<file path="src/rtl/alu_result_collector_pkg.sv">
// alu_result_collector_pkg: op encodings, FSM states and default widths shared by the collector files
package alu_result_collector_pkg;
  localparam int DATA_W_DEF = 4;
  localparam int CNT_W_DEF = 8;
  typedef enum logic [2:0] {OP_ADD, OP_SUB, OP_NOT, OP_AND, OP_OR, OP_XOR, OP_LT, OP_EQ} op_e;
  typedef enum logic [1:0] {S_IDLE, S_EXEC, S_DONE} state_e;
endpackage

</file>
<file path="src/rtl/alu_result_collector_if.sv">
// alu_result_collector_if: request, ALU and result handshake signals; master is the collector side
import alu_result_collector_pkg::*;
interface alu_result_collector_if #(parameter int DATA_W = DATA_W_DEF, parameter int CNT_W = CNT_W_DEF);
  logic in_valid;
  logic in_ready;
  logic [DATA_W-1:0] in_a;
  logic [DATA_W-1:0] in_b;
  logic [2:0] in_op;
  logic in_acc;
  logic [DATA_W-1:0] alu_a;
  logic [DATA_W-1:0] alu_b;
  logic [2:0] alu_op;
  logic [DATA_W-1:0] alu_add;
  logic [DATA_W-1:0] alu_sub;
  logic [DATA_W-1:0] alu_not;
  logic [DATA_W-1:0] alu_and;
  logic [DATA_W-1:0] alu_or;
  logic [DATA_W-1:0] alu_xor;
  logic alu_lt;
  logic alu_eq;
  logic out_valid;
  logic out_ready;
  logic [DATA_W-1:0] out_result;
  logic [2:0] out_op;
  logic out_zero;
  logic out_neg;
  logic [CNT_W-1:0] ops_done;
  modport master (
    input in_valid, in_a, in_b, in_op, in_acc,
    input alu_add, alu_sub, alu_not, alu_and, alu_or, alu_xor, alu_lt, alu_eq,
    input out_ready,
    output in_ready, alu_a, alu_b, alu_op,
    output out_valid, out_result, out_op, out_zero, out_neg, ops_done
  );
  modport slave (
    output in_valid, in_a, in_b, in_op, in_acc,
    output alu_add, alu_sub, alu_not, alu_and, alu_or, alu_xor, alu_lt, alu_eq,
    output out_ready,
    input in_ready, alu_a, alu_b, alu_op,
    input out_valid, out_result, out_op, out_zero, out_neg, ops_done
  );
endinterface

</file>
<file path="src/rtl/alu_result_collector_sel.sv">
// alu_result_collector_sel: picks the ALU output bus matching op; compares come back zero-extended
module alu_result_collector_sel
  import alu_result_collector_pkg::*;
#(parameter int DATA_W = DATA_W_DEF) (
  input logic [2:0] op,
  input logic [DATA_W-1:0] add_r,
  input logic [DATA_W-1:0] sub_r,
  input logic [DATA_W-1:0] not_r,
  input logic [DATA_W-1:0] and_r,
  input logic [DATA_W-1:0] or_r,
  input logic [DATA_W-1:0] xor_r,
  input logic lt,
  input logic eq,
  output logic [DATA_W-1:0] result
);
  // 8:1 selection over the fully decoded op field
  always_comb begin
    result = '0;
    case (op_e'(op))
      OP_ADD: result = add_r;
      OP_SUB: result = sub_r;
      OP_NOT: result = not_r;
      OP_AND: result = and_r;
      OP_OR: result = or_r;
      OP_XOR: result = xor_r;
      OP_LT: result = {{(DATA_W-1){1'b0}}, lt};
      OP_EQ: result = {{(DATA_W-1){1'b0}}, eq};
      default: result = '0;
    endcase
  end
endmodule

</file>
<file path="src/rtl/alu_result_collector.sv">
// alu_result_collector: registers ops into the ALU, captures the selected result and hands it off; ALU_COLLECTOR_ACC_MODE_EN enables chaining via in_acc
module alu_result_collector
  import alu_result_collector_pkg::*;
#(parameter int DATA_W = DATA_W_DEF, parameter int CNT_W = CNT_W_DEF) (
  input logic clk,
  input logic rst,
  alu_result_collector_if.master bus
);
  state_e state, state_nx;
  logic accept, handoff;
  logic [DATA_W-1:0] sel, a_nx;
  assign accept = bus.in_valid & bus.in_ready;
  assign handoff = bus.out_valid & bus.out_ready;
`ifdef ALU_COLLECTOR_ACC_MODE_EN
  logic [DATA_W-1:0] last;
  assign a_nx = bus.in_acc ? last : bus.in_a;
  // last handed-off result feeds chained operations
  always_ff @(posedge clk)
    if (rst) last <= '0;
    else if (handoff) last <= bus.out_result;
`else
  assign a_nx = bus.in_a;
`endif
  alu_result_collector_sel #(.DATA_W(DATA_W)) u_sel (
    .op(bus.alu_op),
    .add_r(bus.alu_add),
    .sub_r(bus.alu_sub),
    .not_r(bus.alu_not),
    .and_r(bus.alu_and),
    .or_r(bus.alu_or),
    .xor_r(bus.alu_xor),
    .lt(bus.alu_lt),
    .eq(bus.alu_eq),
    .result(sel)
  );
  // state register
  always_ff @(posedge clk)
    if (rst) state <= S_IDLE;
    else state <= state_nx;
  // next state and request-side ready; EXEC is the single ALU settle cycle
  always_comb begin
    bus.in_ready = (state == S_IDLE) | (state == S_DONE & bus.out_ready);
    state_nx = state == S_IDLE ? (accept ? S_EXEC : S_IDLE) :
               state == S_EXEC ? S_DONE :
               state == S_DONE ? (bus.out_ready ? (bus.in_valid ? S_EXEC : S_IDLE) : S_DONE) :
               S_IDLE;
  end
  // operand capture, result capture and handoff counting
  always_ff @(posedge clk)
    if (rst) begin
      bus.alu_a <= '0;
      bus.alu_b <= '0;
      bus.alu_op <= '0;
      bus.out_valid <= 1'b0;
      bus.out_result <= '0;
      bus.out_op <= '0;
      bus.out_zero <= 1'b0;
      bus.out_neg <= 1'b0;
      bus.ops_done <= '0;
    end else begin
      if (accept) begin
        bus.alu_a <= a_nx;
        bus.alu_b <= bus.in_b;
        bus.alu_op <= bus.in_op;
      end
      if (state == S_EXEC) begin
        bus.out_valid <= 1'b1;
        bus.out_result <= sel;
        bus.out_op <= bus.alu_op;
        bus.out_zero <= sel == '0;
        bus.out_neg <= sel[DATA_W-1];
      end else if (handoff) bus.out_valid <= 1'b0;
      if (handoff) bus.ops_done <= bus.ops_done + 1'b1;
    end
endmodule

</file>
<file path="src/flat_wrapper.sv">
// flat-port wrapper written by rule: the top's interface ports become plain ports
module alu_result_collector_flat import alu_result_collector_pkg::*;
#(parameter int DATA_W = DATA_W_DEF, parameter int CNT_W = CNT_W_DEF)
  (clk, rst, bus_in_valid, bus_in_a, bus_in_b, bus_in_op, bus_in_acc, bus_alu_add, bus_alu_sub, bus_alu_not, bus_alu_and, bus_alu_or, bus_alu_xor, bus_alu_lt, bus_alu_eq, bus_out_ready, bus_in_ready, bus_alu_a, bus_alu_b, bus_alu_op, bus_out_valid, bus_out_result, bus_out_op, bus_out_zero, bus_out_neg, bus_ops_done);
  alu_result_collector_if #(.DATA_W(DATA_W), .CNT_W(CNT_W)) bus_i ();
  input logic clk;
  input logic rst;
  input wire logic [$bits(bus_i.in_valid)-1:0] bus_in_valid;
  input wire logic [$bits(bus_i.in_a)-1:0] bus_in_a;
  input wire logic [$bits(bus_i.in_b)-1:0] bus_in_b;
  input wire logic [$bits(bus_i.in_op)-1:0] bus_in_op;
  input wire logic [$bits(bus_i.in_acc)-1:0] bus_in_acc;
  input wire logic [$bits(bus_i.alu_add)-1:0] bus_alu_add;
  input wire logic [$bits(bus_i.alu_sub)-1:0] bus_alu_sub;
  input wire logic [$bits(bus_i.alu_not)-1:0] bus_alu_not;
  input wire logic [$bits(bus_i.alu_and)-1:0] bus_alu_and;
  input wire logic [$bits(bus_i.alu_or)-1:0] bus_alu_or;
  input wire logic [$bits(bus_i.alu_xor)-1:0] bus_alu_xor;
  input wire logic [$bits(bus_i.alu_lt)-1:0] bus_alu_lt;
  input wire logic [$bits(bus_i.alu_eq)-1:0] bus_alu_eq;
  input wire logic [$bits(bus_i.out_ready)-1:0] bus_out_ready;
  output wire logic [$bits(bus_i.in_ready)-1:0] bus_in_ready;
  output wire logic [$bits(bus_i.alu_a)-1:0] bus_alu_a;
  output wire logic [$bits(bus_i.alu_b)-1:0] bus_alu_b;
  output wire logic [$bits(bus_i.alu_op)-1:0] bus_alu_op;
  output wire logic [$bits(bus_i.out_valid)-1:0] bus_out_valid;
  output wire logic [$bits(bus_i.out_result)-1:0] bus_out_result;
  output wire logic [$bits(bus_i.out_op)-1:0] bus_out_op;
  output wire logic [$bits(bus_i.out_zero)-1:0] bus_out_zero;
  output wire logic [$bits(bus_i.out_neg)-1:0] bus_out_neg;
  output wire logic [$bits(bus_i.ops_done)-1:0] bus_ops_done;
  assign bus_i.in_valid = bus_in_valid;
  assign bus_i.in_a = bus_in_a;
  assign bus_i.in_b = bus_in_b;
  assign bus_i.in_op = bus_in_op;
  assign bus_i.in_acc = bus_in_acc;
  assign bus_i.alu_add = bus_alu_add;
  assign bus_i.alu_sub = bus_alu_sub;
  assign bus_i.alu_not = bus_alu_not;
  assign bus_i.alu_and = bus_alu_and;
  assign bus_i.alu_or = bus_alu_or;
  assign bus_i.alu_xor = bus_alu_xor;
  assign bus_i.alu_lt = bus_alu_lt;
  assign bus_i.alu_eq = bus_alu_eq;
  assign bus_i.out_ready = bus_out_ready;
  assign bus_in_ready = bus_i.in_ready;
  assign bus_alu_a = bus_i.alu_a;
  assign bus_alu_b = bus_i.alu_b;
  assign bus_alu_op = bus_i.alu_op;
  assign bus_out_valid = bus_i.out_valid;
  assign bus_out_result = bus_i.out_result;
  assign bus_out_op = bus_i.out_op;
  assign bus_out_zero = bus_i.out_zero;
  assign bus_out_neg = bus_i.out_neg;
  assign bus_ops_done = bus_i.ops_done;
  alu_result_collector #(.DATA_W(DATA_W), .CNT_W(CNT_W)) u_core (.clk(clk), .rst(rst), .bus(bus_i));
endmodule
</file>
<file path="config.mk">
export PLATFORM = sky130hd
export DESIGN_NAME = alu_result_collector_flat
export DESIGN_NICKNAME = d
export VERILOG_FILES = /design/src/rtl/alu_result_collector_pkg.sv /design/src/rtl/alu_result_collector_if.sv /design/src/rtl/alu_result_collector_sel.sv /design/src/rtl/alu_result_collector.sv /design/src/flat_wrapper.sv
export SDC_FILE = /design/constraint.sdc
export NUM_CORES = 1
export LEC_CHECK = 0
export CORE_MARGIN = 3
export CORE_UTILIZATION = 39
export DETAILED_ROUTE_END_ITERATION = 8
export PLACE_DENSITY = 0.79
export REMOVE_ABC_BUFFERS = 1
export SLEW_MARGIN = 20
export SYNTH_ARGS = -nofsm -noshare
export SYNTH_HDL_FRONTEND = slang
export SYNTH_SLANG_ARGS = --single-unit
</file>
<file path="constraint.sdc">
create_clock -name clk -period 1.8 [get_ports clk]
set_clock_uncertainty 0.2 [all_clocks]
set_input_delay 0.36 -clock clk [delete_from_list [all_inputs] [get_ports clk]]
set_output_delay 0.36 -clock clk [all_outputs]
set_load 0.02 [all_outputs]
</file>
==> metrics.txt <==
status completed; Antenna Cells 0; synthesized flop and latch total 30; largest net degree at the start of global routing 14; Root Driver clkbuf_4; setup total negative slack 0 ns; wire per inst around 12 µm; area occupied by multi-input gates just over 700 µm²; Peak VDD IR 0.000543 V; # IOs 72; Post-Syn Instances 169; placed wire-length estimate 2850 µm; Worst Reg2Reg Path Length in Cells 5; Routed Antenna Nets 0; later-pin clock latency in the skew report about 0.33 ns; area grow syn2layout 62.3%; Fmax 598 MHz; Reg clk slew, reported paths 0.10 ns; fin area 2240 µm²; total wire length between 3000 and 4000 µm; Internal Pwr Total 0.00107 W; number of global-route vias before repair roughly 1400; final hold slack 0.255 ns; r2r endpoint u_core.bus.out_zero$_SDFFE_PP0P_; Switch Pwr 0.000401 W; hold worst-path end u_core.bus.alu_b[1]$_SDFFE_PP0P_; cts bufs inserted 5; critical path data required time 1.85 ns; residual DRC count 0; Leak 1.01 nW; Post-Syn Area 1380 µm²; RSZ-0062 raised after global routing no; Final Non-Filler Cells a little under 300; register area share after synthesis 43.4%; Row Count 20; Clock Path Buffers 2; total setup buffers inserted after CTS 0; Ys Warns 0; Final Setup Violations 0; Avg Cell Area, Syn 8.18 µm²; CP Launch Type register; Filler Cell Count 300; main area contributors after synthesis dfxtp_1 43%, nand2_1 9.2%, a21oi_1 6.9%; Slew @ Worst Pin 0.334 ns; Max Cap Viol 0; Inst Count DP 288; PortBufs 70; Register Area 603 µm²; initial antenna violation count 0; Flop pwr share around half; die span in x 65.5 µm; Initial Util 43.2%; Gate power share 23.1%; Yosys cell types 34; routed vias/inst 4.76; cell taking the most area after synthesis dfxtp_1; DRT iter0 DRCs 46; Yosys top cell area share between 40% and 50%; r2r setup slk 0.13 ns; Final Cycle Share between 90% and 100%; hold crit path type reg2reg; Die ar. 4300 µm²; CP Capture Type register; core region area 3200 µm²; power per cell area 654 nW/µm²; routed via count 1409; endpoints failing hold 0; reg-to-reg startpoint u_core.bus.alu_op[1]$_SDFFE_PP0P_; cts hold-fix bufs 0; nets 294; HP Start u_core.bus.alu_b[1]$_SDFFE_PP0P_; gr ovfl total 0; Worst EP arrival 1.72 ns; Slew HR 77.7%; Net Sw Frac 27.3%; Slew Viols, Final 0; first-pass GRT wire length 5930 µm; share of layout cells above drive strength 1 13.5%; CTS tree done; Max FO, Critical Path 6; Initial DRT Pass Iterations 4; Sink Count 30; dpl cell area between 2000 and 2500 µm²; Setup crit start u_core.bus.alu_op[1]$_SDFFE_PP0P_; worst hold stages 2; H-Tree Depth 2; WS Path Type reg2reg; clock share of power 28.3%; GR Util All Layers ~17%; Tmin final around 1.7 ns; GP Congestion 0.819; DIE HEIGHT 65.5 µm
==> layer usage <==
metal | GRT usage [%] | part of all wire, % | vias up
met1 | 20.9 | 44 | 621
met2 | 29.1 | 47 | 45
li1 | - | - | 741
met5 | 0 | 0 | -
met3 | 6.15 | 7.9 | 2
met4 | 5.70 | 0.22 | 0
==> final cells by class <==
cell class	count	share of cell area (%)
Timing Repair Buffer	89	36.0
Tap cell	44	2.45
Inverter	3	0.502
Clock inverter	1	0.223
Multi-Input combinational cell	122	31.5
Clock buffer	7	2.45
Sequential cell	30	26.9
==> cells in the final DEF (no fill, tap or decap), drive strengths merged, types with 3 or more instances in the layout <==
master / count
buf: 20
nand3: 5
clkdlybuf4s50: 39
o21a: 3
mux2i: 6
a21oi: 19
and2: 3
xor2: 5
a211oi: 4
dfxtp: 30
nand2: 34
clkbuf: 7
nor2: 17
inv: 3
dlygate4sd2: 30
==> how the worst max path moves through the flow <==
| stage | to | cells after the start | slack [ns] |
|---|---|---|---|
| after floorplan | u_core.bus.out_zero$_SDFFE_PP0P_ | 5 | -0.08 |
| after global placement | bus_in_ready | 4 | -0.60 |
| after detailed placement | bus_in_ready | 4 | -0.60 |
| after CTS | u_core.bus.out_zero$_SDFFE_PP0P_ | 5 | 0.07 |
| after global routing | u_core.bus.out_zero$_SDFFE_PP0P_ | 6 | 0.03 |
| final | u_core.bus.out_zero$_SDFFE_PP0P_ | 5 | 0.13 |
==> cells by family (layout without fill, tap and decap cells) <==
family                   after synthesis  in the layout  synth area share (%)
buffers and inverters                 17            100                  6.24
flip-flops                            30             30                  43.4
AND/OR/NAND/NOR                       71             71                  23.1
adder cells (fa/ha/maj)                1              1                 0.905
XOR/XNOR                               7              7                  4.43
AO/OA/AOI/OAI                         35             35                  15.9
multiplexers                           8              8                  5.97
==> power groups by stage <==
stage / clock network, W / registers [W] / logic [W]
5_1_grt: 0.000456 / 0.000718 / 0.000368
2_1_floorplan: 0 / 0.000768 / 0.000103
3_5_place_dp: 0 / 0.000727 / 0.000357
4_1_cts: 0.000429 / 0.000712 / 0.000341
3_3_place_gp: 0 / 0.000726 / 0.000352
6_report: 0.000415 / 0.000713 / 0.000339
==> registers in the layout (all words and copies together) (netlist names) <==
| register | cells |
|---|---|
| u_core.bus.out_zero | 1 |
| u_core.bus.out_valid | 1 |
| u_core.bus.alu_b | 4 |
| u_core.bus.alu_op | 3 |
| u_core.bus.alu_a | 4 |
| u_core.bus.out_op | 3 |
| u_core.bus.out_result | 4 |
| u_core.bus.ops_done | 8 |
| u_core.state | 2 |
==> synthesized netlist by cell type, drive strengths merged <==
library cell  instances
nand2                34
dfxtp                30
a21oi                19
nor2                 17
buf                   9
mux2i                 6
clkbuf                5
nand3                 5
xor2                  5
a211oi                4
and2                  3
inv                   3
o21a                  3
mux2                  2
nand3b                2
nand4                 2
nand4b                2
nor3b                 2
o22ai                 2
xnor2                 2
a211o                 1
a22oi                 1
a311oi                1
a41o                  1
and3                  1
ha                    1
nand2b                1
nor3                  1
o211ai                1
o21ai                 1
o31ai                 1
or3                   1
==> worst max-delay path, stage by stage, from the launching register on <==
cell     delay, ns
dfxtp_2       0.35
buf_4         0.15
or3_1         0.34
o22ai_1       0.24
nand3_1       0.13
o31ai_2       0.18
==> repair_timing <==
item	4_1_cts	5_1_grt
gates resized for setup	39	2
cloned	0	0
setup endpoints to repair	30	2
pin swaps	1	0
==> stage by stage <==
step           setup slack [ns]  util [%]  total power [W]
2_1_floorplan           -0.0810         -         0.000871
3_3_place_gp             -0.603      68.9          0.00108
3_5_place_dp             -0.598      68.9          0.00108
4_1_cts                  0.0697      70.0          0.00148
5_1_grt                  0.0302      70.0          0.00154
6_report                  0.127      70.0          0.00147
Power figures use the tool's default switching activity.
